### src/rtl/vend_change_dispenser.sv
`default_nettype none
// ============================================================================
//  Module   : vend_change_dispenser
//  Purpose  : Pays a latched vending credit back as coins. Dollars are paid
//             first, then quarters. Each coin uses a request/ack handshake
//             with its hopper. The total returned is reported in cents.
//  Option   : VEND_CHANGE_ACK_TIMEOUT_EN - abort the payout and raise a
//             sticky fault when a hopper does not ack within ACK_TIMEOUT.
//  Revision : 1.0 - initial release
// ============================================================================
module vend_change_dispenser #(
  parameter int DOLLAR_UNITS = 4,
  parameter int GAP_CYCLES   = 2,
  parameter int ACK_TIMEOUT  = 64
) (
  input  logic        clk,
  input  logic        rst_n,
  input  logic        refund,
  input  logic [7:0]  balance,
  input  logic        dollar_empty,
  input  logic        quarter_empty,
  input  logic        coin_ack,
  output logic        credit_clr,
  output logic        dispense_dollar,
  output logic        dispense_quarter,
  output logic        busy,
  output logic        starved,
  output logic        done,
  output logic [11:0] returned_cents,
  output logic        fault
);

  localparam logic [2:0] S_IDLE     = 3'd0;
  localparam logic [2:0] S_SELECT   = 3'd1;
  localparam logic [2:0] S_WAIT_ACK = 3'd2;
  localparam logic [2:0] S_GAP      = 3'd3;
  localparam logic [2:0] S_DONE     = 3'd4;

  // One counter serves both the inter-coin gap and the ack watchdog.
  localparam int CNT_MAX = (GAP_CYCLES > ACK_TIMEOUT) ? GAP_CYCLES : ACK_TIMEOUT;
  localparam int CNT_W   = (CNT_MAX > 1) ? $clog2(CNT_MAX) : 1;

  localparam logic [CNT_W-1:0] GAP_LAST     = CNT_W'((GAP_CYCLES > 0) ? GAP_CYCLES - 1 : 0);
  localparam logic [6:0]       DOLLAR_REM   = 7'(DOLLAR_UNITS);
  localparam logic [11:0]      DOLLAR_CENTS = 12'(DOLLAR_UNITS * 25);
  localparam logic [11:0]      QUARTER_CENTS = 12'd25;

  logic [2:0]       r_state;
  logic [2:0]       w_state_nxt;
  logic             r_refund_prev;
  logic [6:0]       r_remaining;
  logic [11:0]      r_cents;
  logic             r_sel_dollar;
  logic             r_clr_pulse;
  logic [CNT_W-1:0] r_cnt;

  logic w_start;
  logic w_bal_pos;
  logic w_dollar_ok;
  logic w_coin_ok;
  logic w_gap_done;
  logic w_ack_expired;

  assign w_start     = refund & ~r_refund_prev;
  // Credit is signed: positive means bit 7 clear and a non-zero magnitude.
  assign w_bal_pos   = ~balance[7] & (balance[6:0] != 7'd0);
  assign w_dollar_ok = (r_remaining >= DOLLAR_REM) & ~dollar_empty;
  assign w_coin_ok   = w_dollar_ok | ~quarter_empty;
  assign w_gap_done  = (r_cnt == GAP_LAST);

`ifdef VEND_CHANGE_ACK_TIMEOUT_EN
  localparam logic [CNT_W-1:0] ACK_LAST = CNT_W'((ACK_TIMEOUT > 0) ? ACK_TIMEOUT - 1 : 0);
  logic r_fault;

  assign w_ack_expired = (r_cnt == ACK_LAST);
  assign fault         = r_fault;

  // Sticky watchdog flag, cleared only by reset or a new payout start.
  always_ff @(posedge clk or negedge rst_n) begin
    if (!rst_n) begin
      r_fault <= 1'b0;
    end else if (r_state == S_IDLE && w_start) begin
      r_fault <= 1'b0;
    end else if (r_state == S_WAIT_ACK && !coin_ack && w_ack_expired) begin
      r_fault <= 1'b1;
    end
  end
`else
  assign w_ack_expired = 1'b0;
  assign fault         = 1'b0;
`endif

  assign credit_clr     = r_clr_pulse;
  assign returned_cents = r_cents;

  // State register.
  always_ff @(posedge clk or negedge rst_n) begin
    if (!rst_n) begin
      r_state <= S_IDLE;
    end else begin
      r_state <= w_state_nxt;
    end
  end

  // Next-state logic; coin choice is re-made on every SELECT visit.
  always_comb begin
    w_state_nxt = r_state;
    case (r_state)
      S_IDLE: begin
        if (w_start) begin
          w_state_nxt = w_bal_pos ? S_SELECT : S_DONE;
        end
      end
      S_SELECT: begin
        if (r_remaining == 7'd0) begin
          w_state_nxt = S_DONE;
        end else if (w_coin_ok) begin
          w_state_nxt = S_WAIT_ACK;
        end
      end
      S_WAIT_ACK: begin
        if (coin_ack) begin
          w_state_nxt = (GAP_CYCLES == 0) ? S_SELECT : S_GAP;
        end else if (w_ack_expired) begin
          w_state_nxt = S_DONE;
        end
      end
      S_GAP: begin
        if (w_gap_done) begin
          w_state_nxt = S_SELECT;
        end
      end
      S_DONE:  w_state_nxt = S_IDLE;
      default: w_state_nxt = S_IDLE;
    endcase
  end

  // Moore outputs from state; starved also looks at live hopper status.
  always_comb begin
    busy             = 1'b0;
    dispense_dollar  = 1'b0;
    dispense_quarter = 1'b0;
    starved          = 1'b0;
    done             = 1'b0;
    case (r_state)
      S_SELECT: begin
        busy    = 1'b1;
        starved = (r_remaining != 7'd0) & ~w_coin_ok;
      end
      S_WAIT_ACK: begin
        busy             = 1'b1;
        dispense_dollar  = r_sel_dollar;
        dispense_quarter = ~r_sel_dollar;
      end
      S_GAP:   busy = 1'b1;
      S_DONE:  done = 1'b1;
      default: ;
    endcase
  end

  // Payout datapath: edge detect, latched balance, cents total, timers.
  always_ff @(posedge clk or negedge rst_n) begin
    if (!rst_n) begin
      r_refund_prev <= 1'b0;
      r_remaining   <= 7'd0;
      r_cents       <= 12'd0;
      r_sel_dollar  <= 1'b0;
      r_clr_pulse   <= 1'b0;
      r_cnt         <= '0;
    end else begin
      r_refund_prev <= refund;
      r_clr_pulse   <= 1'b0;
      case (r_state)
        S_IDLE: begin
          if (w_start) begin
            r_cents <= 12'd0;
            if (w_bal_pos) begin
              r_remaining <= balance[6:0];
              r_clr_pulse <= 1'b1;
            end
          end
        end
        S_SELECT: begin
          r_sel_dollar <= w_dollar_ok;
          r_cnt        <= '0;
        end
        S_WAIT_ACK: begin
          if (coin_ack) begin
            r_cnt <= '0;
            if (r_sel_dollar) begin
              r_remaining <= r_remaining - DOLLAR_REM;
              r_cents     <= r_cents + DOLLAR_CENTS;
            end else begin
              r_remaining <= r_remaining - 7'd1;
              r_cents     <= r_cents + QUARTER_CENTS;
            end
          end else begin
`ifdef VEND_CHANGE_ACK_TIMEOUT_EN
            r_cnt <= r_cnt + CNT_W'(1);
`endif
          end
        end
        S_GAP: r_cnt <= r_cnt + CNT_W'(1);
        default: ;
      endcase
    end
  end

endmodule
`default_nettype wire

### config.mk
export PLATFORM = sky130hd
export DESIGN_NAME = vend_change_dispenser
export DESIGN_NICKNAME = d
export VERILOG_FILES = /design/src/rtl/vend_change_dispenser.sv
export SDC_FILE = /design/constraint.sdc
export NUM_CORES = 1
export LEC_CHECK = 0
export ABC_AREA = 1
export CORE_UTILIZATION = 43
export DETAILED_ROUTE_END_ITERATION = 10
export GPL_TIMING_DRIVEN = 1
export PLACE_DENSITY = 0.64
export SETUP_SLACK_MARGIN = 0.4
export SYNTH_ARGS = -nofsm -noshare
export SYNTH_HDL_FRONTEND = slang
export SYNTH_SLANG_ARGS = --single-unit
### constraint.sdc
create_clock -name clk -period 1.88 [get_ports clk]
set_clock_uncertainty 0.2 [all_clocks]
set_input_delay 0.188 -clock clk [delete_from_list [all_inputs] [get_ports clk]]
set_output_delay 0.188 -clock clk [all_outputs]
set_load 0.05 [all_outputs]
==> impl_metrics.tcl <==
set metrics [dict create \
    io_buffers 31 \
    min_period_over_period_pct 111 \
    synthCells 288 \
    syn_area_um2 2090 \
    crit_path_start_kind "flip-flop" \
    drive_above_1_share_pct 46.2 \
    fmax_mhz 481 \
    fin_util_pct 73.6 \
    synth_area_per_cell_um2 7.27 \
    htreeDepth 2 \
    slowest_delay_ns 0.39 \
    firstDrtPassIters 5 \
    slew_violations 0 \
    failed_checks "setup timing" \
    power.density_nw_per_um2 1770 \
    synth_commonest_cells "83 x nand2_1, 36 x inv_1, 31 x dfrtp_1" \
    synth_ff_type "dfrtp_1" \
    hp-class "input port to asynchronous set/reset pin" \
    drt_wl_total_um 6540 \
    max_cap_violations 0 \
    synth_async_sr_flop_share_pct 100 \
    overflow 0 \
    r2r-end "r_state[1]$_DFFE_PN0P_" \
    crit_chain "inv_1 > ha_2 > nand2_1 > o211ai_1 > nand2_1 > nand2_2 > clkinvlp_4 > buf_12" \
    synth_edf_count 0 \
    fin_hold_ws_ns 0.0978 \
    setup_tns_ns -0.477 \
    initialDrtViolationCount 150 \
    num_antenna_cells 0 \
    synth_top_area_share_pct 37.1 \
    clockBufferDepth 2 \
    multi_input_comb_area_um2 1450 \
    die_h_um 71.8 \
    synth_top_area_cell "dfrtp_1" \
    ys_ff_latch 31 \
    rsz0062_at_grt "true" \
    worstSkewPairLatency_ns 0.29 \
    dp.final_hpwl_um 3660 \
    hold_violations 0 \
    synth_most_common_cell "nand2_1" \
    synth_fp_nets 312 \
    wire_per_inst_um 15.2 \
    p_leak_nw 1.60 \
    cts_hold_buffers 0 \
    clkTransAtPathRegs_ns 0.07 \
    yosysWarnings 0 \
    yosys-top-cells-area "dfrtp_1 37%, nand2_1 15%, inv_1 6.5%" \
    drc 0 \
    status "finished with violations" \
    regArea_um2 798 \
    fin_nets 400 \
    yosysSeqAreaShare_pct 37.1 \
    vias_per_cell 5.28 \
    cp.required_ns 1.49 \
    grt_max_degree 32 \
    die_w_um 71.8 \
    cts_root_buf "clkbuf_8" \
    dieArea_um2 5150 \
    cts_buffers 5 \
    crit_top_cell "nand2_1" \
    place_congestion 0.825 \
    placementRows 25 \
    path_class "flip-flop to output port" \
    antenna_found_initial 0 \
    ant_nets 0 \
    yosysUniqueCellTypes 31 \
    crit_path_max_fanout 2 \
    setup_viol 5 \
    reg2regPathDepth 13 \
    post-place-ws_ns 0.0418 \
    grtUsageTotal_pct 23.7 \
    post-route-min-period_ns 2.08 \
    initial_utilization_pct 44.6 \
    syn2layout_area_growth_pct 64.9 \
    worst_path_max_delay_cell "dfrtp_1" \
    clkSinkCount 31 \
    crit_arrival_ns 1.69 \
    r2r-start "r_remaining[3]$_DFFE_PN0P_" \
    peakVddDrop_v 0.000881 \
    fillers 340 \
    end_kind "output port" \
    grt_pass1_wl_um 9340 \
    ff2ff_setup_slack_ns -0.09 \
    grt_pass1_vias 2064 \
    cts_tree "yes" \
    fin_ws_ns -0.199 \
    ios 33 \
    core_um2 4690 \
    vias 2276 \
]
## state kept, by name (all words and copies together), names as in the netlist
register and count:
returned_cents 12, r_state 3, r_refund_prev 1, credit_clr 1, r_sel_dollar 1, r_cnt 6, r_remaining 7
## critical path, delay by kind of cell (launching register included)
family                     cells  cell delay (ns)
DFF                            1             0.39
and+or+nand+nor                3             0.28
adders and majority gates      1             0.19
buffers and inverters          3             0.34
AOI/OAI and AO/OA              1             0.20
## report_power, final
group / switching (mW) / leakage [nW] / internal (mW)
clock: 0.256 / 0.0482 / 0.295
combinational: 2.43 / 1.16 / 1.86
sequential: 0.335 / 0.386 / 0.931
## cells by family (layout without fill, tap and decap cells)
logic type | Yosys count | in the layout | share of synthesized area, %
compound gates | 38 | 38 | 11.6
xor+xnor | 6 | 6 | 2.51
fa+ha+maj | 10 | 10 | 5.98
buf+inv | 45 | 134 | 8.79
flops | 31 | 31 | 37.1
other cells | 1 | 1 | 0.179
simple gates | 157 | 157 | 33.9
## layer usage
layer / routed length (um) / share of wire, % / GRT usage (%) / up-vias
met5: 0 / 0 / 0 / -
met4: 166 / 2.5 / 12.6 / 0
met3: 327 / 5.0 / 2.53 / 14
met2: 3340 / 51 / 39.8 / 84
met1: 2700 / 41 / 30.0 / 1069
li1: - / - / - / 1109
## stage by stage
stage / power, mW / instances / instance area, um^2
after floorplan: 3.16 / 288 / 2170
after global placement: 3.96 / 380 / 2620
after detailed placement: 4.00 / 380 / 2620
after CTS: 5.44 / 416 / 3180
after global routing: 6.46 / 431 / 3450
final: 6.11 / 431 / 3450
## cells in the final DEF (no fill, tap or decap), types with 5 or more instances in the layout
cell and instances:
inv_4 5, clkdlybuf4s50_1 13, nand3_1 16, dfrtp_1 17, nand2_1 70, dfrtp_2 12, nor2_2 5, buf_4 40
nand3_2 8, xor2_1 6, nand2_4 9, o21ai_1 8, ha_1 6, nand2_2 10, inv_1 26, nand4_1 6
buf_12 6, nor2_1 18, inv_2 5, clkbuf_8 6, o21ai_2 9, buf_6 21
## what timing repair did
item	4_1_cts	5_1_grt
setup buffers	28	15
gates resized for setup	83	41
pin swaps	26	28
endpoints found under the setup margin	34	36
## worst max-delay path by stage
stage	cells past startpoint	start	end	slack, ns
6_report	8	r_remaining[0]$_DFFE_PN0P_	starved	-0.20
5_1_grt	8	r_remaining[0]$_DFFE_PN0P_	starved	-0.25
3_3_place_gp	10	refund	r_remaining[1]$_DFFE_PN0P_	0.09
2_1_floorplan	8	r_state[0]$_DFFE_PN0P_	r_remaining[0]$_DFFE_PN0P_	0.1
3_5_place_dp	8	refund	r_remaining[2]$_DFFE_PN0P_	0.04
4_1_cts	8	r_remaining[1]$_DFFE_PN0P_	starved	-0.14
## cell type report
class,count,area share (%)
Multi-Input combinational cell,212,42.0
Timing Repair Buffer,84,24.4
Sequential cell,31,23.1
Inverter,42,5.84
Clock buffer,7,2.50
Tap cell,54,1.96
Clock inverter,1,0.145
Note: power is estimated with default switching activity, not from simulation.
